`src/rtl/pipe_pkg.sv`:
```
// Shared types and constants for pipeline stage registers.
// Holds the stage occupancy state encoding, the ID/EX payload layout
// and the NOP payload used as the bubble/reset value.
package pipe_pkg;

  // Occupancy of a skid-buffered stage: nothing, main only, main plus skid.
  typedef enum logic [1:0] {
    EMPTY = 2'd0,
    ONE   = 2'd1,
    TWO   = 2'd2
  } stage_state_e;

  localparam int ID_EX_WIDTH = 208;

  // Decode-to-execute payload, packed MSB first.
  typedef struct packed {
    logic [31:0] instr_addr;
    logic [31:0] instr;
    logic [4:0]  write_addr;
    logic [4:0]  reg1_addr;
    logic [4:0]  reg2_addr;
    logic [31:0] op1;
    logic [31:0] op2;
    logic [31:0] jump_op1;
    logic [31:0] jump_op2;
    logic        wen;
  } id_ex_payload_t;

  // All-zero payload: no register write, so it behaves as a NOP bubble.
  localparam id_ex_payload_t ID_EX_NOP = '0;

  // Number of entries held in a given state.
  function automatic logic [1:0] occupancy_of(input stage_state_e s);
    logic [1:0] n;
    n = 2'd0;
    case (s)
      ONE:     n = 2'd1;
      TWO:     n = 2'd2;
      default: n = 2'd0;
    endcase
    return n;
  endfunction

endpackage

```
`src/rtl/pipe_stage_skid_data_reg.sv`:
```
// Payload register with load enable and a synchronous load of a fixed
// init value, used both for reset and for flushing to a bubble.
module pipe_data_reg #(
  parameter int                    DATA_WIDTH = 208,
  parameter logic [DATA_WIDTH-1:0] INIT_VALUE = {DATA_WIDTH{1'b0}}
) (
  input  logic                  clk,
  input  logic                  rst,
  input  logic                  clear,
  input  logic                  load,
  input  logic [DATA_WIDTH-1:0] d,
  output logic [DATA_WIDTH-1:0] q
);

  // Reset beats clear, clear beats a normal load.
  always_ff @(posedge clk) begin
    if (!rst) begin
      q <= INIT_VALUE;
    end else if (clear) begin
      q <= INIT_VALUE;
    end else if (load) begin
      q <= d;
    end
  end

endmodule

```
`src/rtl/pipe_stage_skid.sv`:
```
// Pipeline stage register with valid/ready handshake and a one-entry
// skid buffer. in_ready depends only on registered state, which cuts the
// combinational ready path between neighbouring stages. A flush (taken
// jump) empties the stage; an output transfer in the same cycle still
// completes, an input transfer in the same cycle is discarded.
module pipe_stage_skid
  import pipe_pkg::*;
#(
  parameter int                    DATA_WIDTH = ID_EX_WIDTH,
  parameter logic [DATA_WIDTH-1:0] RST_VALUE  = {DATA_WIDTH{1'b0}},
  parameter bit                    FLUSH_ZERO = 1'b1
) (
  input  logic                  clk,
  input  logic                  rst,
  input  logic                  flush_in,
  input  logic                  in_valid,
  output logic                  in_ready,
  input  logic [DATA_WIDTH-1:0] in_data,
  output logic                  out_valid,
  input  logic                  out_ready,
  output logic [DATA_WIDTH-1:0] out_data,
  output logic [1:0]            occupancy
);

  stage_state_e          state;
  stage_state_e          state_next;
  logic                  main_valid;
  logic                  skid_valid;
  logic                  in_fire;
  logic                  out_fire;
  logic                  main_load;
  logic                  main_sel_skid;
  logic                  skid_load;
  logic                  data_clear;
  logic [DATA_WIDTH-1:0] main_d;
  logic [DATA_WIDTH-1:0] main_data;
  logic [DATA_WIDTH-1:0] skid_data;

  assign main_valid = (state != EMPTY);
  assign skid_valid = (state == TWO);
  assign in_ready   = ~skid_valid;
  assign out_valid  = main_valid;
  assign out_data   = main_data;
  assign occupancy  = occupancy_of(state);
  assign in_fire    = in_valid & in_ready;
  assign out_fire   = main_valid & out_ready;
  assign data_clear = flush_in & FLUSH_ZERO;
  assign main_d     = main_sel_skid ? skid_data : in_data;

  // State register; reset has priority over everything else.
  always_ff @(posedge clk) begin
    if (!rst) begin
      state <= EMPTY;
    end else begin
      state <= state_next;
    end
  end

  // Next state and register load enables from the handshake fires.
  always_comb begin
    state_next    = state;
    main_load     = 1'b0;
    main_sel_skid = 1'b0;
    skid_load     = 1'b0;
    if (flush_in) begin
      state_next = EMPTY;
    end else begin
      case (state)
        EMPTY: begin
          if (in_fire) begin
            state_next = ONE;
            main_load  = 1'b1;
          end
        end
        ONE: begin
          if (in_fire && out_fire) begin
            main_load = 1'b1;
          end else if (in_fire) begin
            state_next = TWO;
            skid_load  = 1'b1;
          end else if (out_fire) begin
            state_next = EMPTY;
          end
        end
        TWO: begin
          if (out_fire) begin
            state_next    = ONE;
            main_load     = 1'b1;
            main_sel_skid = 1'b1;
          end
        end
        default: begin
          state_next = EMPTY;
        end
      endcase
    end
  end

  pipe_data_reg #(
    .DATA_WIDTH (DATA_WIDTH),
    .INIT_VALUE (RST_VALUE)
  ) u_main_reg (
    .clk   (clk),
    .rst   (rst),
    .clear (data_clear),
    .load  (main_load),
    .d     (main_d),
    .q     (main_data)
  );

  pipe_data_reg #(
    .DATA_WIDTH (DATA_WIDTH),
    .INIT_VALUE (RST_VALUE)
  ) u_skid_reg (
    .clk   (clk),
    .rst   (rst),
    .clear (data_clear),
    .load  (skid_load),
    .d     (in_data),
    .q     (skid_data)
  );

endmodule

```
`config.mk`:
```
export PLATFORM = sky130hd
export DESIGN_NAME = pipe_stage_skid
export DESIGN_NICKNAME = d
export VERILOG_FILES = /design/src/rtl/pipe_pkg.sv /design/src/rtl/pipe_stage_skid_data_reg.sv /design/src/rtl/pipe_stage_skid.sv
export SDC_FILE = /design/constraint.sdc
export NUM_CORES = 1
export LEC_CHECK = 0
export ABC_CLOCK_PERIOD_IN_PS = 1710
export CAP_MARGIN = 20
export CORE_UTILIZATION = 50
export DETAILED_ROUTE_END_ITERATION = 16
export PLACE_DENSITY_LB_ADDON = 0.05
export SLEW_MARGIN = 40
export SYNTH_ARGS = -nofsm -noshare
export SYNTH_HDL_FRONTEND = slang
export SYNTH_SLANG_ARGS = --single-unit
export TNS_END_PERCENT = 100
```
`constraint.sdc`:
```
create_clock -name clk -period 1.71 [get_ports clk]
set_input_delay 0.342 -clock clk [delete_from_list [all_inputs] [get_ports clk]]
set_output_delay 0.342 -clock clk [all_outputs]
set_load 0.005 [all_outputs]
```
* Word level (Yosys, flattened, before mapping) *
Cells that the tools add are included.

word-level totals
  output and inout port bits = 212
  register bits = 418
  bits of input ports = 213
  logic and storage cells = 36

operators by class
  multiplexer cells = 18
  equal/unequal tests = 6
  reductions and logical operators = 5
  bitwise gates (word level) = 4

operators by type and width
  kind                number
  $mux 208            1
  $mux 2              5
  $mux 1              9
  $pmux 2 s3          1
  $ne 2x2->1 const B  2
  $pmux 2 s2          1
  $reduce_and 4->1    1
  $ne 3x3->1 const B  1
  $pmux 1 s3          1
  $and 1x1->1         2
  $eq 2x1->1 const B  1
  $eq 2x2->1 const B  1
  $logic_not 2->1     1
  $ne 2x1->1 const B  1
  $not 1->1           2
  $reduce_bool 2->1   1
  $reduce_or 2->1     1
  $logic_and 1x1->1   1

* Depth between registers and ports, before layout *
Gate-level depths: netlist of run 1.

  depth after elaboration = 7
  depth in mapped cells = 7
  gate-level depth less buffers = 3

* By module *
From an unflattened synthesis of run 1, not the netlist that was laid out.

unflattened totals
  cell total of the unflattened synthesis = 1590
  area, all modules = 17428.0 um^2

by module, submodules not included
  module           seq. area each (um^2)  cells each  area an instance (um^2)  times used
  pipe_data_reg    4164.0                 671         7359.6                   2
  pipe_stage_skid  40.0                   248         2708.8                   1

* Least setup slack after synthesis of run 1 *
Ideal clock, no wire load.

  path kind = register to register
  start point = register state[0]
  end point = register u_main_reg.q[186]
  buffers on the path = 4
  arrival time = 1.377 ns
  setup time = 0.088 ns
  cell stages (with the launch flop) = 8
  path slack = 0.245 ns
  clock period less this slack = 1.465 ns
  data required time = 1.622 ns
  cells stage by stage = dfxtp_1 > buf_2 > and4bb_1 > buf_4 > buf_6 > buf_6 > nand2_1 > a311oi_2

on the way
  cells in the longest elaborated chain, start to end = 7
  elaborated cells on any way between the ends = 16
  those cells by class = eq/ne: 2; mux: 8; bitwise: 3; reduce/logical: 3

ends and longest elaborated chain
  item                    RTL line                                      RTL
  start, declared         pipe_stage_skid.sv:25                         stage_state_e state;
  start signal, assigned  pipe_stage_skid.sv:55                         state <= state_next;
  $eq 2x2->1              pipe_stage_skid.sv:40, pipe_stage_skid.sv:68
  $not 1->1               pipe_stage_skid.sv:41                         assign in_ready = ~skid_valid;
  $and 1x1->1             pipe_stage_skid.sv:45                         assign in_fire = in_valid & in_ready;
  $logic_and 1x1->1       pipe_stage_skid.sv:76                         if (in_fire && out_fire) begin
  $mux 1                  pipe_stage_skid.sv:76
  $pmux 1 s3              pipe_stage_skid.sv:68                         case (state)
  $mux 1                  pipe_stage_skid.sv:65                         if (flush_in) begin
  end signal, assigned    pipe_stage_skid_data_reg.sv:18                q <= INIT_VALUE;
  end signal, assigned    pipe_stage_skid_data_reg.sv:20                q <= INIT_VALUE;
  end signal, assigned    pipe_stage_skid_data_reg.sv:22                q <= d;
  end, declared           pipe_stage_skid_data_reg.sv:12                output logic [DATA_WIDTH-1:0] q

Parallel ways exist; a longest one is shown, timed or not.
A chain may end at the register's enable or synchronous reset.

* Worst setup path in the final report of run 1 *
  start point = register state[1]
  end point = register u_skid_reg.q[165]

on the way
  cells in the longest elaborated chain, start to end = 7
  elaborated cells on any way between the ends = 11
  those cells by class = eq/ne: 2; mux: 4; bitwise: 3; reduce/logical: 2

ends and longest elaborated chain
  item                                         RTL line                                      RTL
  $eq 2x2->1                                   pipe_stage_skid.sv:40                         assign skid_valid = (state == TWO);
  $not 1->1                                    pipe_stage_skid.sv:41
  $and 1x1->1                                  pipe_stage_skid.sv:45
  $mux 1 or $logic_and 1x1->1 (tied branches)  pipe_stage_skid.sv:78, pipe_stage_skid.sv:76
  $mux 1                                       pipe_stage_skid.sv:76
  $mux 1 (*)                                   pipe_stage_skid.sv:68
  $mux 1 (*)                                   pipe_stage_skid.sv:65
  end signal, assigned                         pipe_stage_skid_data_reg.sv:18
  end signal, assigned                         pipe_stage_skid_data_reg.sv:20
  end signal, assigned                         pipe_stage_skid_data_reg.sv:22
  end, declared                                pipe_stage_skid_data_reg.sv:12

Every way passes the cells marked *; elsewhere a longest branch is shown, timed or not.

==> results of run 1 <==
## where the power goes
group / switching (mW) / internal [mW]
Combinational: 1.39 / 1.49
Sequential: 0.169 / 10.0
Clock: 3.95 / 6.14
Total: 5.51 / 17.6
## worst max path at each step
stage	start	to	slack, ns	cells after the start
5_1_grt	state[1]$_SDFFE_PP0P_	u_skid_reg.q[201]$_SDFFE_PP0P_	-0.10	8
6_report	state[1]$_SDFFE_PP0P_	u_skid_reg.q[165]$_SDFFE_PP0P_	-0.07	8
4_1_cts	state[0]$_SDFFE_PP0P_	in_ready	-0.04	4
3_5_place_dp	out_ready	u_main_reg.q[92]$_SDFFE_PP0P_	-0.39	8
2_1_floorplan	state[0]$_SDFFE_PP0P_	u_main_reg.q[186]$_SDFFE_PP0P_	0.25	7
3_3_place_gp	in_valid	u_main_reg.q[36]$_SDFFE_PP0P_	-0.34	6
## worst register-to-register path: stages (launching register included)
cell and delay [ns]:
dfxtp_4 0.36, buf_6 0.13, buf_6 0.12, nor4bb_4 0.28
buf_6 0.21, clkbuf_16 0.20, clkbuf_16 0.18, nand2_1 0.08
a21oi_1 0.13
## cell usage after synthesis
library cell	instances	area [µm²]
nand2_1	834	3131
dfxtp_1	418	8368
a211oi_1	209	1569
a21oi_1	209	1046
a311oi_1	207	1813
buf_2	90	450.4
clkbuf_1	87	326.6
buf_6	27	304.0
buf_4	17	127.6
buf_1	12	45.04
a21o_1	2	15.01
nand2b_1	2	12.51
nand4bb_1	2	22.52
nor2b_1	2	12.51
a311oi_2	1	15.01
and2_1	1	6.260
and3b_1	1	8.760
and4bb_1	1	12.51
inv_1	1	3.750
nor2b_4	1	13.76
nor4bb_1	1	10.01
o21bai_1	1	7.510
or2_2	1	6.260
or3b_2	1	8.760
## stage by stage
step	power [mW]	instance area, µm²
2_1_floorplan	11.39	17340
3_3_place_gp	13.02	23470
6_report	23.14	26880
3_5_place_dp	13.06	23470
5_1_grt	23.81	26870
4_1_cts	22.86	25000
## metal layers
| metal | GRT usage | vias up |
|---|---|---|
| met1 | 0.4059 | 8961 |
| met3 | 0.05569 | 190 |
| met5 | 0 | - |
| met4 | 0.1520 | 6 |
| li1 | - | 8426 |
| met2 | 0.5097 | 1025 |
## flip-flops by register name, indices dropped and copies added (netlist names)
register and flops:
u_skid_reg.q 208, state 2, u_main_reg.q 208
## cell families (layout without fill, tap and decap cells)
logic type | count (synthesis) | count (layout) | synth area share
buffers and inverters | 234 | 714 | 0.07254
AND/OR/NAND/NOR | 847 | 847 | 0.1872
AO/OA/AOI/OAI | 629 | 629 | 0.2576
flip-flops | 418 | 418 | 0.4827
other | 0 | 6 | 0
## area by class of cell
| cell class | instances | area [µm²] |
|---|---|---|
| Fill cell | 2190 | 6908 |
| Inverter | 1 | 3.754 |
| Multi-Input combinational cell | 1476 | 8889 |
| Clock buffer | 59 | 1239 |
| Antenna cell | 6 | 15.01 |
| Clock inverter | 19 | 277.8 |
| Timing Repair Buffer | 635 | 7430 |
| Tap cell | 448 | 560.5 |
| Sequential cell | 418 | 8462 |
## timing repair
action | in CTS | in global routing
resized for setup | 309 | 295
cloned | 1 | 28
setup endpoints to repair | 231 | 353
buffers inserted | 9 | 12
pin swaps | 5 | 139
==> metrics, run 1 <==
Ports=425; RSZ-0062 raised after global routing=yes; Pwr Density=around 860 mW/mm²; commonest non-fill, non-tap cell in the layout=nand2_1; Cells after Synth=2128; total CTS buffers=44; Tightest Pin Transition=0.3379 ns; fin crit period=between 1.5 and 2 ns; Setup Skew=0.01278 ns; CP Class=flop to flop; GRT Util Overall=0.3148; via count=around 19000; CP Max Fanout=14; max-cap violation count=0; Top Metal Used=met5; startpoint class of the critical path=flop; Post-layout nets=~2800; data arrival time of the critical path=~2.2 ns; setup ws final=-0.06520 ns; met2 WL post-DR=30420 µm; total gr overflow=0; cell area after synthesis=0.01734 mm²; leakage=10.66 nW; hold wc startpoint=in_data[20]; crit path buf inv count=5; clock buffer depth=3; Hold WC Path Type=input pin to flop; I/O Buffers=424; most frequent cells in the layout=751 x nand2_1, 349 x dfxtp_1, 216 x clkdlybuf4s50_1, 208 x a211oi_1, 203 x dlygate4sd2_1; CORE AREA=approximately 0.034 mm²; Slew HR=0.7734; FF+latch count, synth=about 420; final core occ=0.7955; CTS root buffer=clkbuf_16; final setup fails=93; wire length on met3=approximately 5700 µm; Worst R2R Start=state[1]$_SDFFE_PP0P_; die footprint=0.03542 mm²; FF-to-FF setup slack=-0.07 ns; Die H=~190 µm; syn avg cell area=slightly above 8 µm²; final wirelength=around 64000 µm; Worst Setup End Kind=flop; Rows=between 60 and 70; slowest cell on the critical path=dfxtp_4; Sink Count=roughly 420; hold-fix buffers at CTS=0; Worst-path clk slew=~0.06 ns; WHS Endpoint=u_skid_reg.q[20]$_SDFFE_PP0P_; hold path cells=3; Max VDD drop=about 630 µV; first-pass GRT wire length=between 90000 and 100000 µm; share of cells above drive strength 1=0.2239; fin. max-slew vios=0; Period Utilization, post-route=1.038; required time of the critical path=between 2 and 2.5 ns; Hold Violations, Final=0; Netlist cell types=24; largest net degree at the start of global routing=52; Pre-antenna DRT Iters=5; FF-to-FF End=u_skid_reg.q[165]$_SDFFE_PP0P_; DRC Markers=0; Area growth, synth to finish=55.03%; Final GP Congestion=between 0.8 and 0.9; Ys Warns=0; failing checks=setup timing; CTS tree=done; Syn Nets=~2300; TNS Setup=-2.050 ns; detailed placer's ending HPWL=between 30000 and 40000 µm; Top delay family on crit path=buffers and inverters; wire per inst=20.90 µm; pre-CTS setup slack=-0.3924 ns; sequential area share after synthesis=0.4827; vias per cell=roughly 6.1; hold_ws=about 0.38 ns; Max Clock Freq=about 0.56 GHz; CP max stage delay=approximately 0.36 ns; final non-filler cell total=3062; vias in the first global route=between 15000 and 20000; Post-Place Cells=between 2000 and 3000; Skew-Pair Late Insertion Delay=around 0.53 ns; H-tree Lvls=2; initial antenna violation count=8; worst path cell trace=buf_6, buf_6, nor4bb_4, buf_6, clkbuf_16, clkbuf_16, nand2_1, a21oi_1; outcome=finished, violations left; Detail Route Antenna Nets=0; initial drt markers=1642; FF-to-FF path depth=8; Initial Util=0.5131; most used cell, CP=buf_6; M1 wire length=approximately 25000 µm; die width=188.2 µm
No activity file was read; power rests on OpenSTA's default activity.
==> run 2: changes to the inputs <==
--- a/config.mk
+++ b/config.mk
@@ -9,9 +9,8 @@
 export CAP_MARGIN = 20
 export CORE_UTILIZATION = 50
 export DETAILED_ROUTE_END_ITERATION = 16
-export PLACE_DENSITY_LB_ADDON = 0.05
+export PLACE_DENSITY_LB_ADDON = 0.12
 export SLEW_MARGIN = 40
 export SYNTH_ARGS = -nofsm -noshare
 export SYNTH_HDL_FRONTEND = slang
 export SYNTH_SLANG_ARGS = --single-unit
-export TNS_END_PERCENT = 100
==> run 2 against run 1 <==
Effect of this change:
- the flow still finishes with violations (setup timing)
- combinational power down 5%
- power is 4.3% lower
- first-iteration DRC count down 9.1%
- cell count is essentially flat
- clock power is 9% lower
- clock skew is 0.0035 ns lower
- largest power group unchanged
==> metrics, run 2 (same netlist as run 1, synthesis figures left out) <==
data arrival time of the critical path=2.20 ns (was 2.23 ns); CP max stage delay=0.70 ns (was 0.36 ns); Hold Violations, Final=0 (unchanged); I/O Buffers=424 (unchanged); first-pass GRT wire length=91690 µm (was 91380 µm); Hold WC Path Type=input pin to flop (unchanged); startpoint class of the critical path=input pin (was flop); Sink Count=418 (unchanged); part of the power in the clock network=0.416 (was 0.436); initial drt markers=1493 (was 1642); failing checks=setup timing (unchanged); Rows=67 (unchanged); die width=188.2 µm (unchanged); Setup Skew=0.009245 ns (was 0.01278 ns); FF-to-FF setup slack=-0.03 ns (was -0.07 ns); Cell Int Power=16.83 mW (was 17.64 mW); fin. max-slew vios=0 (unchanged); Worst Setup End Kind=flop (unchanged); final core occ=0.7791 (was 0.7955); H-tree Lvls=2 (unchanged); Top Metal Used=met5 (unchanged); Skew-Pair Late Insertion Delay=0.53 ns (about the same); Worst-path clk slew=0.06 ns (about the same); setup ws final=-0.04809 ns (was -0.06520 ns); most used cell, CP=buf_12 (was buf_6); required time of the critical path=2.15 ns (was 2.16 ns); Post-layout nets=2796 (was 2789); net switching power=5.323 mW (was 5.507 mW); Filler Cell Count=2263 (was 2190); hold_ws=0.3865 ns (was 0.3829 ns); die footprint=0.03542 mm² (unchanged); Slew HR=0.7432 (was 0.7734); hold wc startpoint=in_data[28] (was in_data[20]); FF-to-FF End=u_main_reg.q[0]$_SDFFE_PP0P_ (was u_skid_reg.q[165]$_SDFFE_PP0P_); Period Utilization, post-route=1.028 (was 1.038); fin crit period=1.758 ns (was 1.775 ns); most frequent cells in the layout=784 x nand2_1, 339 x dfxtp_1, 212 x clkdlybuf4s50_1, 209 x a211oi_1, 201 x dlygate4sd2_1 (was 751 x nand2_1, 349 x dfxtp_1, 216 x clkdlybuf4s50_1, 208 x a211oi_1, 203 x dlygate4sd2_1); Pre-antenna DRT Iters=7 (was 5); CTS tree=done (unchanged); met2 WL post-DR=30880 µm (was 30420 µm); CP Class=input pin to flop (was flop to flop); commonest non-fill, non-tap cell in the layout=nand2_1 (unchanged); crit path from=out_ready (was state[1]$_SDFFE_PP0P_); CP Max Fanout=18 (was 14); Ports=425 (unchanged); part of the power in combinational logic=0.124 (about the same); slowest cell on the critical path=clkdlybuf4s50_1 (was dfxtp_4); biggest regs=u_main_reg.q: 208 flops, u_skid_reg.q: 208 flops, state: 2 flops (unchanged); clock buffer depth=3 (unchanged); Detail Route Antenna Nets=0 (unchanged); vias per cell=6.147 (was 6.077); M1 wire length=24470 µm (was 24750 µm); share of cells above drive strength 1=0.2043 (was 0.2239); GRT Util Overall=0.3185 (was 0.3148); total gr overflow=0 (unchanged); largest net degree at the start of global routing=63 (was 52); detailed placer's ending HPWL=39920 µm (was 38520 µm); Initial Util=0.5131 (unchanged); CTS root buffer=clkbuf_16 (unchanged); Area growth, synth to finish=51.84% (was 55.03%); Critical Path Sink=u_main_reg.q[0]$_SDFFE_PP0P_ (was u_skid_reg.q[165]$_SDFFE_PP0P_); Max Clock Freq=0.5688 GHz (was 0.5633 GHz); Pwr Density=841.7 mW/mm² (was 861.1 mW/mm²); pre-CTS setup slack=-0.4471 ns (was -0.3924 ns); initial antenna violation count=8 (unchanged); Tightest Pin Transition=0.3840 ns (was 0.3379 ns); DRC Markers=0 (unchanged); vias in the first global route=16980 (was 17240); hold-fix buffers at CTS=0 (unchanged); wire per inst=21.25 µm (was 20.90 µm); Max VDD drop=913.4 µV (was 626.3 µV); Worst R2R Start=state[0]$_SDFFE_PP0P_ (was state[1]$_SDFFE_PP0P_); total CTS buffers=44 (unchanged); leakage=10.41 nW (was 10.66 nW); switching portion of total power=0.2403 (was 0.2380); FF-to-FF path depth=6 (was 8); outcome=finished, violations left (unchanged); max-cap violation count=0 (unchanged); Die H=188.2 µm (unchanged); wire length on met3=7249 µm (was 5743 µm); Final GP Congestion=0.8672 (was 0.8468); via count=18840 (was 18610); RSZ-0062 raised after global routing=yes (unchanged); CORE AREA=0.03378 mm² (unchanged); final wirelength=65140 µm (was 63990 µm); worst path cell trace=clkdlybuf4s50_1, and4bb_4, buf_12, buf_12, nand2_1, a311oi_2 (was buf_6, buf_6, nor4bb_4, buf_6, clkbuf_16, clkbuf_16, nand2_1, a21oi_1); TNS Setup=-0.5008 ns (was -2.050 ns); sequential cell fraction of total power=0.460 (was 0.440); final setup fails=42 (was 93)
run 2: timing repair:
action	CTS	global route
endpoints found under the hold margin	0	0
setup endpoints to repair	243	393
gates cloned	2	29
buffers inserted	4	5
pin swaps	8	83
resized for setup	304	236
run 2: power groups by stage:
stage | registers [mW] | logic (mW) | clock network (mW)
floorplan | 10.4 | 1.03 | 0
global placement | 10.4 | 2.55 | 0
detailed placement | 10.4 | 2.59 | 0
CTS | 10.2 | 2.48 | 9.25
global route | 10.2 | 2.90 | 9.71
finish | 10.2 | 2.75 | 9.21
run 2: area by class of cell:
class                   instances  area (µm²)  share of cell area
flip-flops and latches        418        8477              0.3221
clock inverters                 4       47.55            0.001806
multi-input cells            1478        8661              0.3290
well taps                     448       560.5             0.02130
clock buffers                  68        1323             0.05024
diodes                          8       20.02           0.0007606
repair buffers                640        7229              0.2747
inverters                       1       3.754           0.0001426
run 2: layer usage:
layer  GRT usage  vias to the layer above
met2      0.5264                     1154
met4      0.1194                        2
li1            -                     8463
met3     0.07003                      180
met1      0.4058                     9041
met5           0                        -
run 2: how the worst min path moves through the flow:
stage / end / slack (ns) / depth (start not counted)
2_1_floorplan: state[1]$_SDFFE_PP0P_ / 0.41 / 1
3_5_place_dp: u_skid_reg.q[76]$_SDFFE_PP0P_ / 0.44 / 2
3_3_place_gp: u_skid_reg.q[149]$_SDFFE_PP0P_ / 0.44 / 2
5_1_grt: u_skid_reg.q[90]$_SDFFE_PP0P_ / 0.38 / 3
4_1_cts: u_skid_reg.q[185]$_SDFFE_PP0P_ / 0.37 / 3
6_report: u_skid_reg.q[28]$_SDFFE_PP0P_ / 0.39 / 3
run 2: through the flow:
step,power [mW],cell area [µm²],std cells
after floorplan,11.39,17340,2128
after global placement,12.94,23350,2945
after detailed placement,12.98,23350,2945
after CTS,21.92,24700,3023
after global routing,22.83,26320,3064
final,22.16,26320,3065
run 2: worst max-delay path, delay by kind of cell:
kind                   cells  cell delay, ns
AO/OA/AOI/OAI              1            0.28
buffers and inverters      3            1.05
AND/OR/NAND/NOR            2            0.51
==> run 3: changes to the inputs <==
--- a/config.mk
+++ b/config.mk
@@ -7,7 +7,8 @@
 export LEC_CHECK = 0
 export ABC_CLOCK_PERIOD_IN_PS = 1710
 export CAP_MARGIN = 20
-export CORE_UTILIZATION = 50
+export CORE_UTILIZATION = 51
+export CTS_BUF_LIST = sky130_fd_sc_hd__clkbuf_8
 export DETAILED_ROUTE_END_ITERATION = 16
 export PLACE_DENSITY_LB_ADDON = 0.12
 export SLEW_MARGIN = 40
==> run 3 against run 2 <==
Effect of this change:
- the flow still finishes with violations (setup timing)
- global-route usage increased by 1.1 points
- critical endpoint is now out_valid
- register-to-register slack better by 0.02 ns
- routed wire length decreased by 6.4%
- cell area decreased by 4.0%
- clock skew is 0.013 ns higher
- power decreased by 2.4%
- die area fell by 1.9%
- cell count rose by 0.75%
- critical path depth is 3 lower
- non-clock buffer count fell by 19
- sequential cell count did not move
- hold slack lost 0.069 ns
==> metrics, run 3 (same netlist as run 1, synthesis figures left out) <==
slowest cell on the critical path=dfxtp_4 (was clkdlybuf4s50_1); die width=186.4 µm (was 188.2 µm); hold path cells=3 (unchanged); total CTS buffers=70 (was 44); RSZ-0062 raised after global routing=yes (unchanged); outcome=finished, violations left (unchanged); hold wc startpoint=in_data[34] (was in_data[28]); WHS Endpoint=u_skid_reg.q[34]$_SDFFE_PP0P_ (was u_skid_reg.q[28]$_SDFFE_PP0P_); Max Clock Freq=0.5706 GHz (was 0.5688 GHz); final core occ=0.7557 (was 0.7791); detailed placer's ending HPWL=39960 µm (was 39920 µm); switching portion of total power=0.2528 (was 0.2403); Rows=67 (unchanged); CP Class=flop to output port (was input pin to flop); Setup Skew=0.02192 ns (was 0.009245 ns); Pwr Density=855.8 mW/mm² (was 841.7 mW/mm²); most used cell, CP=buf_6 (was buf_12); clock buffer depth=3 (unchanged); DRC Markers=0 (unchanged); final wirelength=60960 µm (was 65140 µm); part of the power in combinational logic=0.124 (about the same); data arrival time of the critical path=1.41 ns (was 2.20 ns); Area growth, synth to finish=45.81% (was 51.84%); fin crit period=1.752 ns (was 1.758 ns); Cell Int Power=16.16 mW (was 16.83 mW); initial drt markers=1616 (was 1493); Worst R2R Start=state[0]$_SDFFE_PP0P_ (unchanged); Pre-antenna DRT Iters=5 (was 7); FF-to-FF path depth=6 (unchanged); net switching power=5.469 mW (was 5.323 mW); via count=18390 (was 18840); largest net degree at the start of global routing=51 (was 63); most frequent cells in the layout=830 x nand2_1, 345 x dfxtp_1, 212 x clkdlybuf4s50_1, 209 x a211oi_1, 209 x a21oi_1 (was 784 x nand2_1, 339 x dfxtp_1, 212 x clkdlybuf4s50_1, 209 x a211oi_1, 201 x dlygate4sd2_1); commonest non-fill, non-tap cell in the layout=nand2_1 (unchanged); initial antenna violation count=4 (was 8); Detail Route Antenna Nets=0 (unchanged); setup ws final=-0.04248 ns (was -0.04809 ns); Slew HR=0.7569 (was 0.7432); Placed Area=0.02339 mm² (was 0.02335 mm²); Period Utilization, post-route=1.025 (was 1.028); wire per inst=19.74 µm (was 21.25 µm); vias per cell=5.956 (was 6.147); Die H=186.4 µm (was 188.2 µm); fin. max-slew vios=0 (unchanged); final setup fails=6 (was 42); Skew-Pair Late Insertion Delay=0.60 ns (was 0.53 ns); Filler Cell Count=2360 (was 2263); die footprint=0.03473 mm² (was 0.03542 mm²); CORE AREA=0.03345 mm² (was 0.03378 mm²); worst path cell trace=buf_6, or2_4, buf_6 (was clkdlybuf4s50_1, and4bb_4, buf_12, buf_12, nand2_1, a311oi_2); hold-fix buffers at CTS=0 (unchanged); Hold WC Path Type=input pin to flop (unchanged); Hold Violations, Final=0 (unchanged); vias in the first global route=17910 (was 16980); GRT Util Overall=0.3300 (was 0.3185); startpoint class of the critical path=flop (was input pin); CTS tree=done (unchanged); CTS root buffer=clkbuf_8 (was clkbuf_16); I/O Buffers=424 (unchanged); failing checks=setup timing (unchanged); hold_ws=0.3178 ns (was 0.3865 ns); CP Max Fanout=3 (was 18); total gr overflow=0 (unchanged); Tightest Pin Transition=0.3647 ns (was 0.3840 ns); first-pass GRT wire length=93670 µm (was 91690 µm); FF-to-FF setup slack=-0.01 ns (was -0.03 ns); leakage=9.865 nW (was 10.41 nW); biggest regs=u_main_reg.q: 208 flops, u_skid_reg.q: 208 flops, state: 2 flops (unchanged); Worst-path clk slew=0.07 ns (was 0.06 ns); Final GP Congestion=0.8992 (was 0.8672); Initial Util=0.5183 (was 0.5131); max-cap violation count=0 (unchanged); part of the power in the clock network=0.405 (was 0.416); Worst Setup End Kind=output port (was flop); Post-layout nets=2801 (was 2796); H-tree Lvls=3 (was 2); share of cells above drive strength 1=0.1650 (was 0.2043); Max VDD drop=702.4 µV (was 913.4 µV); CP max stage delay=0.36 ns (was 0.70 ns); design area=0.02528 mm² (was 0.02632 mm²); sequential cell fraction of total power=0.471 (was 0.460); required time of the critical path=1.37 ns (was 2.15 ns); Ports=425 (unchanged); Sink Count=418 (unchanged); FF-to-FF End=u_main_reg.q[47]$_SDFFE_PP0P_ (was u_main_reg.q[0]$_SDFFE_PP0P_)
-- run 3: worst max-delay path, delay by kind of cell (launching register included) --
kind,cells,cell delay (ns)
and+or+nand+nor,1,0.23
DFF,1,0.36
buffers and inverters,2,0.23
-- run 3: area by class of cell --
class	count	area, µm²	share of cell area
sequential	418	8467	0.3350
multi-input combinational	1476	8090	0.3201
timing repair buffer	621	6761	0.2675
clock buffer	91	1252	0.04955
tap	448	560.5	0.02218
clock inverter	30	133.9	0.005296
antenna	3	7.507	0.0002970
inverter	1	3.754	0.0001485
-- run 3: metrics by stage --
| stage | std cells | power [mW] | worst slack, ns | setup TNS, ns |
|---|---|---|---|---|
| finish | 3088 | 21.63 | -0.04248 | -0.07037 |
| global route | 3088 | 22.37 | -0.07707 | -2.739 |
| CTS | 3073 | 21.58 | -0.07357 | -0.08509 |
| detailed placement | 2948 | 13.07 | -0.4816 | -165.93 |
| global placement | 2948 | 13.02 | -0.4057 | -151.15 |
| floorplan | 2128 | 11.39 | 0.2450 | 0 |
-- run 3: worst max-delay path by stage --
stage,start,end,slack (ns),cells after the start
final,state[0]$_SDFFE_PP0P_,out_valid,-0.04,3
after global routing,state[0]$_SDFFE_PP0P_,out_valid,-0.08,3
after CTS,state[0]$_SDFFE_PP0P_,out_valid,-0.07,3
after detailed placement,in_valid,u_main_reg.q[27]$_SDFFE_PP0P_,-0.48,5
after global placement,out_ready,u_skid_reg.q[177]$_SDFFE_PP0P_,-0.41,7
after floorplan,state[0]$_SDFFE_PP0P_,u_main_reg.q[186]$_SDFFE_PP0P_,0.25,7
-- run 3: power groups by stage --
stage | clock network, mW | logic (mW) | registers, mW
finish | 8.77 | 2.67 | 10.2
global route | 9.33 | 2.84 | 10.2
CTS | 8.84 | 2.57 | 10.2
detailed placement | 0 | 2.69 | 10.4
global placement | 0 | 2.64 | 10.4
floorplan | 0 | 1.03 | 10.4
-- run 3: repair_timing --
| item | CTS | global route |
|---|---|---|
| endpoints found under the setup margin | 212 | 92 |
| hold endpoints to repair | 0 | 0 |
| gates cloned | 0 | 10 |
| pin swaps | 0 | 80 |
| resized for setup | 306 | 68 |
| buffers inserted | 4 | 2 |
-- run 3: per-layer routing --
layer	wire length (µm)	track usage
met5	11	0
met1	23650	0.4086
met2	28920	0.5446
met4	2502	0.1596
met3	5885	0.07128
